**src/rtl/hs_rx_fifo_if.sv**
```systemverilog
// hs_rx_fifo_if: 32-bit valid/ready point-to-point handshake bundle.
//   valid  - initiator has a word on data (driven by master)
//   data   - payload, DATA_W bits (driven by master)
//   ready  - receiver can accept a word this cycle (driven by slave)
// Modports: master (initiator side), slave (receiver side).
interface hs_rx_fifo_if #(
  parameter int DATA_W = 32
);
  logic              valid;
  logic [DATA_W-1:0] data;
  logic              ready;

  modport master (output valid, output data, input ready);
  modport slave  (input valid, input data, output ready);
endinterface

```
**src/rtl/hs_rx_fifo.sv**
```systemverilog
// hs_rx_fifo: slave-side landing buffer for the valid/ready handshake.
// Accepts words from the initiator into a DEPTH-entry FIFO and presents the
// head word show-ahead to a local consumer. ready depends only on registered
// occupancy and the reset input, never on valid.
//
// Ports:
//   clk       - clock, all logic on the rising edge
//   reset     - asynchronous active-low reset (0 = in reset)
//   hs        - handshake bundle (slave modport): valid, data in; ready out
//   rd_en     - consumer pops the head word (ignored while empty)
//   rd_data   - head word when rd_valid, otherwise 0
//   rd_valid  - FIFO non-empty
//   count     - occupancy, 0..DEPTH
//   proto_err - sticky handshake-violation flag
//
// Optional feature: define HS_RX_PROTO_CHK_EN to enable the handshake
// protocol checker (valid dropped or data changed while stalled). Without the
// macro, proto_err is tied to 0.
module hs_rx_fifo #(
  parameter int DATA_W = 32,
  parameter int DEPTH  = 4
) (
  input  logic                     clk,
  input  logic                     reset,
  hs_rx_fifo_if.slave              hs,
  input  logic                     rd_en,
  output logic [DATA_W-1:0]        rd_data,
  output logic                     rd_valid,
  output logic [$clog2(DEPTH):0]   count,
  output logic                     proto_err
);

  localparam int PW = $clog2(DEPTH);
  localparam int CW = PW + 1;

  logic [DATA_W-1:0] mem_r [DEPTH];
  logic [PW-1:0]     wr_ptr_r;
  logic [PW-1:0]     rd_ptr_r;
  logic [CW-1:0]     count_r;
  logic [CW-1:0]     count_nxt_s;
  logic              ready_s;
  logic              rd_valid_s;
  logic              wr_fire_s;
  logic              rd_fire_s;

  // Gating ready with reset makes it drop asynchronously on reset assertion
  // and rise as soon as reset is released.
  assign ready_s    = reset && (count_r != CW'(DEPTH));
  assign rd_valid_s = (count_r != {CW{1'b0}});
  assign wr_fire_s  = hs.valid && ready_s;
  assign rd_fire_s  = rd_en && rd_valid_s;

  assign hs.ready = ready_s;
  assign rd_valid = rd_valid_s;
  assign rd_data  = rd_valid_s ? mem_r[rd_ptr_r] : {DATA_W{1'b0}};
  assign count    = count_r;

  // Occupancy update: +1 on write only, -1 on read only, hold otherwise.
  always_comb begin
    count_nxt_s = count_r;
    case ({wr_fire_s, rd_fire_s})
      2'b10:   count_nxt_s = count_r + CW'(1);
      2'b01:   count_nxt_s = count_r - CW'(1);
      default: count_nxt_s = count_r;
    endcase
  end

  // Storage array; contents are intentionally not cleared by reset.
  always_ff @(posedge clk) begin
    if (wr_fire_s) begin
      mem_r[wr_ptr_r] <= hs.data;
    end
  end

  // Pointer and occupancy registers; pointers wrap naturally at DEPTH.
  always_ff @(posedge clk or negedge reset) begin
    if (!reset) begin
      wr_ptr_r <= {PW{1'b0}};
      rd_ptr_r <= {PW{1'b0}};
      count_r  <= {CW{1'b0}};
    end else begin
      if (wr_fire_s) begin
        wr_ptr_r <= wr_ptr_r + PW'(1);
      end
      if (rd_fire_s) begin
        rd_ptr_r <= rd_ptr_r + PW'(1);
      end
      count_r <= count_nxt_s;
    end
  end

`ifdef HS_RX_PROTO_CHK_EN
  logic              stall_r;
  logic [DATA_W-1:0] data_r;
  logic              proto_err_r;

  // Protocol checker: once stalled, the initiator must hold valid and data
  // stable until the word is taken; any violation sets a sticky flag.
  always_ff @(posedge clk or negedge reset) begin
    if (!reset) begin
      stall_r     <= 1'b0;
      data_r      <= {DATA_W{1'b0}};
      proto_err_r <= 1'b0;
    end else begin
      stall_r <= hs.valid && !ready_s;
      data_r  <= hs.data;
      if (stall_r && (!hs.valid || (hs.data != data_r))) begin
        proto_err_r <= 1'b1;
      end else begin
        proto_err_r <= proto_err_r;
      end
    end
  end

  assign proto_err = proto_err_r;
`else
  assign proto_err = 1'b0;
`endif

endmodule
```
**src/flat_wrapper.sv**
```systemverilog
// flat-port wrapper written by rule: the top's interface ports become plain ports
module hs_rx_fifo_flat 
#(
  parameter int DATA_W = 32,
  parameter int DEPTH  = 4
)
  (clk, reset, rd_en, rd_data, rd_valid, count, proto_err, hs_valid, hs_data, hs_ready);
  hs_rx_fifo_if #(.DATA_W(DATA_W)) hs_i ();
  input  logic clk;
  input  logic reset;
  input  logic rd_en;
  output logic [DATA_W-1:0] rd_data;
  output logic rd_valid;
  output logic [$clog2(DEPTH):0] count;
  output logic proto_err;
  input wire logic [$bits(hs_i.valid)-1:0] hs_valid;
  input wire logic [$bits(hs_i.data)-1:0] hs_data;
  output wire logic [$bits(hs_i.ready)-1:0] hs_ready;
  assign hs_i.valid = hs_valid;
  assign hs_i.data = hs_data;
  assign hs_ready = hs_i.ready;
  hs_rx_fifo #(.DATA_W(DATA_W), .DEPTH(DEPTH)) u_core (.clk(clk), .reset(reset), .hs(hs_i), .rd_en(rd_en), .rd_data(rd_data), .rd_valid(rd_valid), .count(count), .proto_err(proto_err));
endmodule
```
**config.mk**
```make
export PLATFORM = sky130hd
export DESIGN_NAME = hs_rx_fifo_flat
export DESIGN_NICKNAME = d
export VERILOG_FILES = /design/src/rtl/hs_rx_fifo_if.sv /design/src/rtl/hs_rx_fifo.sv /design/src/flat_wrapper.sv
export SDC_FILE = /design/constraint.sdc
export NUM_CORES = 1
export LEC_CHECK = 0
export BUFFER_PORTS_ARGS = -buffer_cell sky130_fd_sc_hd__buf_2
export CORE_UTILIZATION = 51
export DETAILED_ROUTE_END_ITERATION = 10
export PLACE_DENSITY = 0.75
export SYNTH_ARGS = -nofsm -noshare
export SYNTH_HDL_FRONTEND = slang
export SYNTH_SLANG_ARGS = --single-unit
export TNS_END_PERCENT = 100
```
**constraint.sdc**
```tcl
create_clock -name clk -period 1.9 [get_ports clk]
set_input_delay 0.38 -clock clk [delete_from_list [all_inputs] [get_ports clk]]
set_output_delay 0.38 -clock clk [all_outputs]
set_load 0.02 [all_outputs]
```
; After elaboration in Yosys (flattened, before gate mapping)
; Memories as Yosys holds them, arrays and structs flattened.
; Cells that the tools add are included.
[totals]
reg_bits = 7
input_bits = 36
memories = 1
word_cells = 20
ram_bits = 128
[classes]
n_reduce_logical = 5
n_eq_ne = 3
n_addsub = 4
muxes = 4
[mem_list]
columns = name, words, width, read_ports, rd_clocked_by_memory_dff, write_ports, line_no
row1 = u_core.mem_r, 4, 32, 1, 0, 1, hs_rx_fifo.sv:36  ; logic [DATA_W-1:0] mem_r [DEPTH];
[op_table]
columns = operator, count
row1 = $mux 32, 1
row2 = $pmux 3 s2, 1
row3 = $add 2x1->2 const B, 2
row4 = $add 3x1->3 const B, 1
row5 = $logic_and 1x1->1, 3
row6 = $ne 3x3->1 const B, 1
row7 = $reduce_bool 3->1, 1
row8 = $sub 3x1->3 const B, 1
row9 = $eq 2x1->1 const B, 1
row10 = $eq 2x2->1 const B, 1
row11 = $mux 1, 2
row12 = $reduce_bool 2->1, 1

; Logic depth before layout (Yosys ltp)
; Gate-level depths: netlist (run 1).
[logic_depth]
word_depth = 5
mapped_depth = 9

; Worst setup path after synthesis (run 1)
; No wires, ideal clock.
[synth_path]
kind = reg2reg
startpoint = register u_core.count_r[0] (netlist: u_core.count[0])
endpoint = memory u_core.mem_r[2][0] (enable)
t_arrival_ns = 1.793
t_required_ns = 1.508
setup_time_ns = 0.392
setup_slack_ns = -0.285
synth_period_minus_slack_ns = 2.185
n_path_buf = 0
stages_incl_launch_ff = 4
path_cell_list = dfrtp_1 > nor2_1 > a21oi_1 > and2_1
[synth_via]
elab_chain_len = 5
[synth_lines]
columns = element, line_no
row1 = "start, declared", hs_rx_fifo.sv:39  ; logic [CW-1:0] count_r;
row2 = "start signal, assigned", hs_rx_fifo.sv:80  ; count_r <= {CW{1'b0}};
row3 = "start signal, assigned", hs_rx_fifo.sv:88  ; count_r <= count_nxt_s;
row4 = $ne 3x3->1, hs_rx_fifo.sv:48  ; assign ready_s = reset && (count_r != CW'(DEPTH));
row5 = $logic_and 1x1->1, hs_rx_fifo.sv:48
row6 = $logic_and 1x1->1, hs_rx_fifo.sv:50  ; assign wr_fire_s = hs.valid && ready_s;
row7 = $mux 1, hs_rx_fifo.sv:70  ; if (wr_fire_s) begin
row8 = $mux 1 (not written as such), hs_rx_fifo.sv:71  ; mem_r[wr_ptr_r] <= hs.data;
row9 = "end, declared", hs_rx_fifo.sv:36
; Every way passes these cells.

; Worst setup path in the final report (run 1)
[layout_path]
startpoint = register u_core.rd_ptr_r[0]
endpoint = output rd_data[1]
[layout_via]
elab_chain_len = 2
[layout_lines]
columns = element, line_no
row1 = "start, declared", hs_rx_fifo.sv:38  ; logic [PW-1:0] rd_ptr_r;
row2 = "start signal, assigned", hs_rx_fifo.sv:79  ; rd_ptr_r <= {PW{1'b0}};
row3 = "start signal, assigned", hs_rx_fifo.sv:86  ; rd_ptr_r <= rd_ptr_r + PW'(1);
row4 = $mem_v2 4x32, --
row5 = $mux 32, hs_rx_fifo.sv:55  ; assign rd_data = rd_valid_s ? mem_r[rd_ptr_r] : {DATA_W{1'b0}};
row6 = "end, declared", flat_wrapper.sv:12  ; output logic [DATA_W-1:0] rd_data;
; Every way passes these cells.

==> results of run 1 <==
## stage by stage
stage | cell area (um2) | cells | hold slack, ns | setup slack [ns] | power, mW
2_1_floorplan | 5340 | 246 | 0.0844 | -0.0450 | 6.43
3_3_place_gp | 6010 | 459 | 0.305 | 0.0220 | 7.53
3_5_place_dp | 6010 | 459 | 0.314 | -0.00808 | 7.59
4_1_cts | 6980 | 495 | 0.0639 | -0.488 | 12.2
5_1_grt | 7010 | 496 | 0.0620 | -0.530 | 12.7
6_report | 7010 | 496 | 0.0866 | -0.456 | 12.2
## timing repair
action | in CTS | in global routing
pin swaps | 15 | 7
buffers inserted | 3 | 2
resized for setup | 103 | 6
endpoints found under the setup margin | 34 | 35
gates cloned | 1 | 0
endpoints found under the hold margin | 7 | 0
hold buffers | 1 | 0
## placed cells by master, fill, tap and decap left out, types with 2 or more instances in the layout
master / netlist / final
sky130_fd_sc_hd__and2_1: 37 / 4
sky130_fd_sc_hd__inv_2: 0 / 2
sky130_fd_sc_hd__dfrtp_2: 0 / 5
sky130_fd_sc_hd__buf_12: 3 / 10
sky130_fd_sc_hd__xnor2_1: 3 / 3
sky130_fd_sc_hd__dfrtp_1: 7 / 2
sky130_fd_sc_hd__clkinv_4: 0 / 2
sky130_fd_sc_hd__inv_6: 0 / 3
sky130_fd_sc_hd__clkinvlp_4: 0 / 4
sky130_fd_sc_hd__buf_4: 1 / 11
sky130_fd_sc_hd__xor2_1: 3 / 3
sky130_fd_sc_hd__buf_8: 0 / 3
sky130_fd_sc_hd__inv_1: 6 / 4
sky130_fd_sc_hd__buf_6: 1 / 30
sky130_fd_sc_hd__nand2_1: 2 / 2
sky130_fd_sc_hd__and2_4: 0 / 29
sky130_fd_sc_hd__bufinv_16: 0 / 4
sky130_fd_sc_hd__buf_2: 3 / 43
sky130_fd_sc_hd__ha_1: 5 / 4
sky130_fd_sc_hd__mux4_2: 28 / 32
sky130_fd_sc_hd__and2_2: 0 / 4
sky130_fd_sc_hd__edfxtp_1: 128 / 128
sky130_fd_sc_hd__clkbuf_16: 0 / 16
## kinds of logic (layout without fill, tap and decap cells)
family                     count (synthesis)  in the layout  share of synthesized area [%]
buffers and inverters                     19            136                           2.54
other                                      1              1                         0.0706
adders and majority gates                  6              6                           1.55
DFF                                      135            135                           75.6
AOI/OAI and AO/OA                          3              3                          0.329
muxes                                     33             33                           14.1
xor gates and xnor gates                   6              6                          0.989
and+or+nand+nor                           43             43                           4.85
## sequential cells by signal, summed over array words and instances (netlist names)
register / count
u_core.count: 3
u_core.rd_ptr_r: 2
u_core.mem_r: 128
u_core.wr_ptr_r: 2
## path summary, 6_finish.rpt
kind	endpoint	slack, ns
min in group asynchronous	u_core.count[0]	0.43
worst max register to register	u_core.count[2]	0.01
worst min-delay path	u_core.mem_r[1][18]	0.09
worst max-delay path	rd_data[1]	-0.46
max in group asynchronous	u_core.rd_ptr_r[0]	1.16
worst min register to register	u_core.count[2]	0.60
## power groups by stage
stage	Sequential, mW	Combinational [mW]	Clock, mW
after global placement	3.88	3.65	0
final	3.84	4.99	3.33
after floorplan	3.85	2.58	0
after global routing	3.87	5.30	3.51
after CTS	3.84	4.98	3.38
after detailed placement	3.91	3.69	0
## area by class of cell
| type | count | share of cell area (%) |
|---|---|---|
| timing repair buffer | 99 | 13.1 |
| clock buffer | 17 | 5.91 |
| clock inverter | 14 | 2.84 |
| inverter | 6 | 0.321 |
| sequential | 135 | 57.4 |
| multi-input combinational | 92 | 18.0 |
| tap | 133 | 2.37 |
## layer usage
layer | part of all wire [%] | vias to the layer above
li1 | - | 1184
met1 | 42 | 1353
met2 | 52 | 87
met3 | 5.2 | 7
met4 | 0.80 | 0
met5 | 0 | -
==> Implementation_results.wiki, run 1 <==
{| class="wikitable"
! Metric !! Value
|-
| Outcome || finished with violations
|-
| Violations in the final reports || negative setup slack
|-
| DRT antenna net count || 0
|-
| Initial Util || 53.4%
|-
| Stage delay of the slowest cell on the critical path || 0.51 ns
|-
| Crit. End Element || output pin
|-
| Biggest fanout along the worst timing path || 6
|-
| Kind of start point of the critical path || flop
|-
| Internal power summed over all cells || 8.61 mW
|-
| Leakage power || 2.54 nW
|-
| Wire length of the first global-routing pass || 14,900 um
|-
| Area of the core region || 9950 um2
|-
| Number of antenna violations at the first check in global routing || 0
|-
| Setup TNS after final layout || -13.35 ns
|-
| Detailed-route via count || 2,631
|-
| Cell count after synthesis || 246
|-
| Post-route minimum period || 2.36 ns
|-
| Most numerous cell in the Yosys netlist || sky130_fd_sc_hd__edfxtp_1
|-
| Buffering stage count on the worst path with inverters included || 3
|-
| Worst-path clk slew || 0.06 ns
|-
| Number of synthesized flops with an enable pin || 128
|-
| Final #Nets || 393
|-
| Ranking of synthesized cells by area || sky130_fd_sc_hd__edfxtp_1 72%, sky130_fd_sc_hd__mux4_2 12%, sky130_fd_sc_hd__and2_1 4.4%
|-
| Portion of total power attributed to combinational logic || 41.0%
|-
| Post-synth top flop || sky130_fd_sc_hd__edfxtp_1
|-
| Cell type with the largest total area after synthesis || sky130_fd_sc_hd__edfxtp_1
|-
| Num CTS Buffers || 17
|-
| Y dimension of the die || 104 um
|-
| Flip-flop and latch area || 4030 um2
|-
| Footprint of the multi-input gates || 1260 um2
|-
| Hold Crit Start || hs_data[18]
|-
| Sink count of the clock tree || 135
|-
| Fraction of the core area covered by cells at the end of the flow || 70.4%
|-
| Number of buffers on the longest clock path || 2
|-
| Most used standard cells in the synthesized netlist || 128 x sky130_fd_sc_hd__edfxtp_1, 37 x sky130_fd_sc_hd__and2_1, 28 x sky130_fd_sc_hd__mux4_2, 7 x sky130_fd_sc_hd__dfrtp_1, 6 x sky130_fd_sc_hd__inv_1
|-
| Number of rows in the core area || 36
|-
| Worst Path Class, Setup || reg2out
|-
| Post-detailed-routing wire length || 9510 um
|-
| Yosys warns || 0
|-
| Area enclosed by the die boundary || 10,800 um2
|-
| Max-cap violation count || 0
|-
| Crit-path slowest cell || sky130_fd_sc_hd__mux4_2
|-
| Mapped Area || 5320 um2
|-
| Worst Setup Slack, final || -0.456 ns
|-
| Insertion delay to the later sink of the worst-skew pair || 0.50 ns
|-
| Worst reg2reg path depth || 8
|-
| Gr usage total || 19.1%
|-
| Setup skew after layout || 0.00773 ns
|-
| Library cell used as clock root buffer || sky130_fd_sc_hd__clkbuf_8
|-
| Met1 capacity usage during global routing || 24.1%
|-
| Grt total ovfl || 0
|-
| Final-layout fill cell count || 630
|-
| Fraction of power consumed by sequential logic || 31.6%
|-
| Post-route fraction of the period consumed by the critical path || 124%
|-
| Port-buffer cells || 72
|-
| Data arrival time of the critical path || 1.98 ns
|-
| Power per Cell Area || 1740 nW/um2
|-
| Via count of the first global-routing pass || 2,835
|-
| Mean routed wirelength per cell || 19.2 um
|-
| FFs w/ async S/R, synth || 5.19%
|-
| Worst R2R Start || u_core.count[1]
|-
| Met3 usage in global routing || 6.64%
|-
| Routing usage on met2 || 31.1%
|-
| Worst Hold Path Cells || 1
|-
| Number of hold violations in the final report || 0
|-
| CP Cell Sequence || buf_12 -> buf_12 -> mux4_2 -> and2_4 -> buf_6
|-
| Horizontal die dimension || 104 um
|-
| Classification of the worst-slack hold path || in2reg
|-
| I/O pin total || 74
|-
| Post-synthesis sequential element count || 135
|-
| Yosys cell types || 24
|-
| Layout overhead on the synthesized area || 31.9%
|-
| Critical Path Stages || 5
|-
| Part of the total power dissipated in the clock network || 27.4%
|-
| Worst endpoint required time || 1.52 ns
|-
| Sequential fraction of the synthesis area || 75.6%
|-
| Avg Cell Area, Syn || 21.6 um2
|-
| Hpwl dp || 5900 um
|-
| Clock tree from TritonCTS || yes
|-
| Share of the synthesized area in the top cell type || 72.3%
|-
| Source of the critical timing path || u_core.rd_ptr_r[0]
|-
| Last weighted congestion value of the routability-driven placer || 0.709
|-
| Max-slew violations || 0
|-
| Fraction of layout instances using a drive strength above 1 || 57.0%
|-
| Most used cell, CP || sky130_fd_sc_hd__buf_12
|-
| Maximum clock rate || 0.425 GHz
|-
| H-Tree Depth || 4
|-
| Vias per std cell || 5.30
|-
| 1st-iter DRT viols || 153
|-
| Router iterations before antenna repair || 4
|-
| Kind of cell adding the most delay to the critical path || multiplexers
|-
| Highest-utilization routing layer at the global route stage || met2
|-
| Sw Share || 29.3%
|-
| Final setup viols || 33
|-
| Worst VDD drop || 0.000914 V
|-
| Sw Pwr || 3.56 mW
|-
| Largest net degree at the start of global routing || 25
|-
| Number of inserted diodes || 0
|-
| Number of DRC violations after detailed routing || 0
|-
| Synth Net Count || 288
|-
| Setup repair after global routing missed its margin || true
|}
(Power assumes the default switching activity.)
==> run 2: changes to the inputs <==
--- a/config.mk
+++ b/config.mk
@@ -9,6 +9,7 @@
 export CORE_UTILIZATION = 51
 export DETAILED_ROUTE_END_ITERATION = 10
 export PLACE_DENSITY = 0.75
+export SETUP_SLACK_MARGIN = 0.2
 export SYNTH_ARGS = -nofsm -noshare
 export SYNTH_HDL_FRONTEND = slang
 export SYNTH_SLANG_ARGS = --single-unit
==> run 2 against run 1 <==
Against the previous run:
- the run still ends with negative setup slack left
- die area did not move
- final area rose by 1.4%
- first-iteration DRC count fell by 6.5%
- clock skew rose by 0.0012 ns
- sequential power barely moved
- clock-buffer cell count did not move
- final cell count rose by 1.6%
- critical path type unchanged
- combinational power rose by 9.8%
- sequential cell count did not move
==> Implementation_results.wiki, run 2 (synthesis gave the netlist of run 1 again) <==
{| class="wikitable"
! Metric !! Value
|-
| Portion of total power attributed to combinational logic || 44.2% (was 41.0%)
|-
| Max-slew violations || 0 (unchanged)
|-
| I/O pin total || 74 (unchanged)
|-
| Number of DRC violations after detailed routing || 0 (unchanged)
|-
| Flip-flop and latch area || 4030 um2 (unchanged)
|-
| Fin cells || 504 (was 496)
|-
| Crit-path slowest cell || sky130_fd_sc_hd__mux4_2 (unchanged)
|-
| Max-cap violation count || 0 (unchanged)
|-
| Worst Setup Slack, final || -0.553 ns (was -0.456 ns)
|-
| Number of hold violations in the final report || 0 (unchanged)
|-
| Gr usage total || 21.1% (was 19.1%)
|-
| Source of the critical timing path || u_core.rd_ptr_r[0] (unchanged)
|-
| Leakage power || 2.60 nW (was 2.54 nW)
|-
| Post-route minimum period || 2.45 ns (was 2.36 ns)
|-
| H-Tree Depth || 4 (unchanged)
|-
| Setup skew after layout || 0.00897 ns (was 0.00773 ns)
|-
| Internal power summed over all cells || 8.63 mW (was 8.61 mW)
|-
| Initial Util || 53.4% (unchanged)
|-
| CP Cell Sequence || buf_6 -> buf_12 -> buf_16 -> mux4_2 -> and2_4 -> buf_6 (was buf_12 -> buf_12 -> mux4_2 -> and2_4 -> buf_6)
|-
| Sw Share || 30.3% (was 29.3%)
|-
| Setup repair after global routing missed its margin || true (unchanged)
|-
| Number of buffers on the longest clock path || 2 (unchanged)
|-
| Largest net degree at the start of global routing || 19 (was 25)
|-
| Reg2reg setup slack || 0 ns (was 0.01 ns)
|-
| Wire length of the first global-routing pass || 16,300 um (was 14,900 um)
|-
| 1st-iter DRT viols || 143 (was 153)
|-
| Hpwl dp || 5620 um (was 5900 um)
|-
| Number of inserted diodes || 0 (unchanged)
|-
| Area enclosed by the die boundary || 10,800 um2 (unchanged)
|-
| Violations in the final reports || negative setup slack (unchanged)
|-
| Mean routed wirelength per cell || 20.6 um (was 19.2 um)
|-
| Part of the total power dissipated in the clock network || 25.1% (was 27.4%)
|-
| Dpl cells || 455 (was 459)
|-
| Largest register by flop count || u_core.mem_r (unchanged)
|-
| Number of rows in the core area || 36 (unchanged)
|-
| Worst reg2reg path depth || 8 (unchanged)
|-
| Most used cell, CP || sky130_fd_sc_hd__buf_6 (was sky130_fd_sc_hd__buf_12)
|-
| Final setup viols || 34 (was 33)
|-
| Classification of the worst-slack hold path || in2reg (unchanged)
|-
| Final #Nets || 400 (was 393)
|-
| Final-layout fill cell count || 590 (was 630)
|-
| Layout overhead on the synthesized area || 33.7% (was 31.9%)
|-
| Worst-path clk slew || 0.06 ns (about the same)
|-
| Kind of start point of the critical path || flop (unchanged)
|-
| Kind of cell adding the most delay to the critical path || multiplexers (unchanged)
|-
| Terminus of the critical flop-to-flop path || u_core.count[2] (unchanged)
|-
| DRT antenna net count || 0 (unchanged)
|-
| Worst setup timing slack at the placement stage || 0.0319 ns (was -0.00808 ns)
|-
| Largest register FFs || 128 (unchanged)
|-
| Grt total ovfl || 0 (unchanged)
|-
| Fraction of layout instances using a drive strength above 1 || 58.0% (was 57.0%)
|-
| Worst VDD drop || 0.00103 V (was 0.000914 V)
|-
| Worst R2R Start || u_core.count[0] (was u_core.count[1])
|-
| Port-buffer cells || 72 (unchanged)
|-
| Most common library cell in the layout ignoring fill and taps || sky130_fd_sc_hd__edfxtp_1 (unchanged)
|-
| Num CTS Buffers || 17 (unchanged)
|-
| Clock tree from TritonCTS || yes (unchanged)
|-
| Area of the core region || 9950 um2 (unchanged)
|-
| Stage delay of the slowest cell on the critical path || 0.50 ns (was 0.51 ns)
|-
| Post-route fraction of the period consumed by the critical path || 129% (was 124%)
|-
| Termination of the worst setup path || rd_data[9] (was rd_data[1])
|-
| Critical Path Stages || 6 (was 5)
|-
| Last weighted congestion value of the routability-driven placer || 0.674 (was 0.709)
|-
| Maximum clock rate || 0.408 GHz (was 0.425 GHz)
|-
| Worst endpoint required time || 1.52 ns (about the same)
|-
| Horizontal die dimension || 104 um (unchanged)
|-
| Outcome || finished with violations (unchanged)
|-
| Sw Pwr || 3.76 mW (was 3.56 mW)
|-
| Buffering stage count on the worst path with inverters included || 4 (was 3)
|-
| Detailed-route via count || 2,740 (was 2,631)
|-
| Via count of the first global-routing pass || 2,944 (was 2,835)
|-
| Post-detailed-routing wire length || 10,400 um (was 9510 um)
|-
| Setup TNS after final layout || -15.45 ns (was -13.35 ns)
|-
| Router iterations before antenna repair || 5 (was 4)
|-
| Y dimension of the die || 104 um (unchanged)
|-
| Most frequent cells in the layout || 128 x sky130_fd_sc_hd__edfxtp_1, 38 x sky130_fd_sc_hd__buf_2, 36 x sky130_fd_sc_hd__and2_4 (was 128 x sky130_fd_sc_hd__edfxtp_1, 43 x sky130_fd_sc_hd__buf_2, 32 x sky130_fd_sc_hd__mux4_2)
|-
| Insertion delay to the later sink of the worst-skew pair || 0.52 ns (was 0.50 ns)
|-
| Worst Path Class, Setup || reg2out (unchanged)
|-
| Library cell used as clock root buffer || sky130_fd_sc_hd__clkbuf_8 (unchanged)
|-
| Footprint of the multi-input gates || 1270 um2 (was 1260 um2)
|-
| Sink count of the clock tree || 135 (unchanged)
|-
| Data arrival time of the critical path || 2.07 ns (was 1.98 ns)
|-
| Biggest fanout along the worst timing path || 6 (unchanged)
|-
| Crit. End Element || output pin (unchanged)
|-
| Number of antenna violations at the first check in global routing || 0 (unchanged)
|-
| Power per Cell Area || 1740 nW/um2 (about the same)
|-
| Vias per std cell || 5.44 (was 5.30)
|-
| Fraction of power consumed by sequential logic || 30.7% (was 31.6%)
|-
| Fraction of the core area covered by cells at the end of the flow || 71.4% (was 70.4%)
|}
run 2: cell count changes in the layout (fill, tap and decap cells not counted), moves of 2 or more:
cell                        before  now
sky130_fd_sc_hd__and2_4         29   36
sky130_fd_sc_hd__buf_2          43   38
sky130_fd_sc_hd__buf_4          11   16
sky130_fd_sc_hd__buf_6          30   35
sky130_fd_sc_hd__and2_2          4    0
sky130_fd_sc_hd__and2_1          4    1
sky130_fd_sc_hd__buf_16          1    4
sky130_fd_sc_hd__clkinv_1        0    3
sky130_fd_sc_hd__buf_8           3    1
sky130_fd_sc_hd__bufinv_16       4    2
run 2: layout make-up:
type                            instances  area share, %
Timing Repair Buffer                  106           14.9
Clock buffer                           17           5.83
Tap cell                              133           2.34
Clock inverter                         15           2.13
Inverter                                6          0.317
Sequential cell                       135           56.6
Multi-Input combinational cell         92           17.8
run 2: worst min-delay path by stage:
stage,from,endpoint,slack (ns),cells past startpoint
after floorplan,reset,u_core.count[0],0.08,0
after global placement,reset,u_core.count[1],0.31,2
after detailed placement,reset,u_core.count[2],0.31,2
after CTS,hs_data[19],u_core.mem_r[1][19],0.06,1
after global routing,hs_data[15],u_core.mem_r[0][15],0.05,1
final,hs_data[1],u_core.mem_r[1][1],0.07,1
run 2: repair_timing:
item,4_1_cts,5_1_grt
hold endpoints to repair,7,0
setup buffers,10,2
cloned,4,0
resized for setup,104,5
endpoints found under the setup margin,74,75
hold buffers,1,0
pin swaps,16,5
run 2: stage by stage:
| step | area [um2] | power, mW | hold slack [ns] |
|---|---|---|---|
| after global placement | 6030 | 7.65 | 0.306 |
| after detailed placement | 6030 | 7.72 | 0.314 |
| after floorplan | 5380 | 6.61 | 0.0844 |
| final | 7110 | 12.4 | 0.0720 |
| after global routing | 7110 | 12.9 | 0.0492 |
| after CTS | 7080 | 12.4 | 0.0631 |
run 2: layer usage:
metal	up-vias	track usage, %	part of all wire, %
met1	1405	25.5	38
met5	-	0	0
met3	20	6.20	5.8
li1	1206	-	-
met2	109	35.4	54
met4	0	9.49	2.1
run 2: worst register-to-register path, cell delays in order, from the launching register on:
cell and delay [ns]:
sky130_fd_sc_hd__dfrtp_2 0.41, sky130_fd_sc_hd__or3_4 0.41, sky130_fd_sc_hd__and2_4 0.17, sky130_fd_sc_hd__ha_4 0.16
sky130_fd_sc_hd__inv_2 0.06, sky130_fd_sc_hd__fa_2 0.19, sky130_fd_sc_hd__xor2_1 0.16, sky130_fd_sc_hd__nor2_1 0.08
sky130_fd_sc_hd__xor2_1 0.16
run 2: power by group through the flow:
stage               registers (mW)  clock network, mW  logic [mW]
global placement              3.84                  0        3.81
global route                  3.84               3.28        5.79
finish                        3.81               3.10        5.48
floorplan                     3.84                  0        2.76
detailed placement            3.86                  0        3.86
CTS                           3.79               3.12        5.46
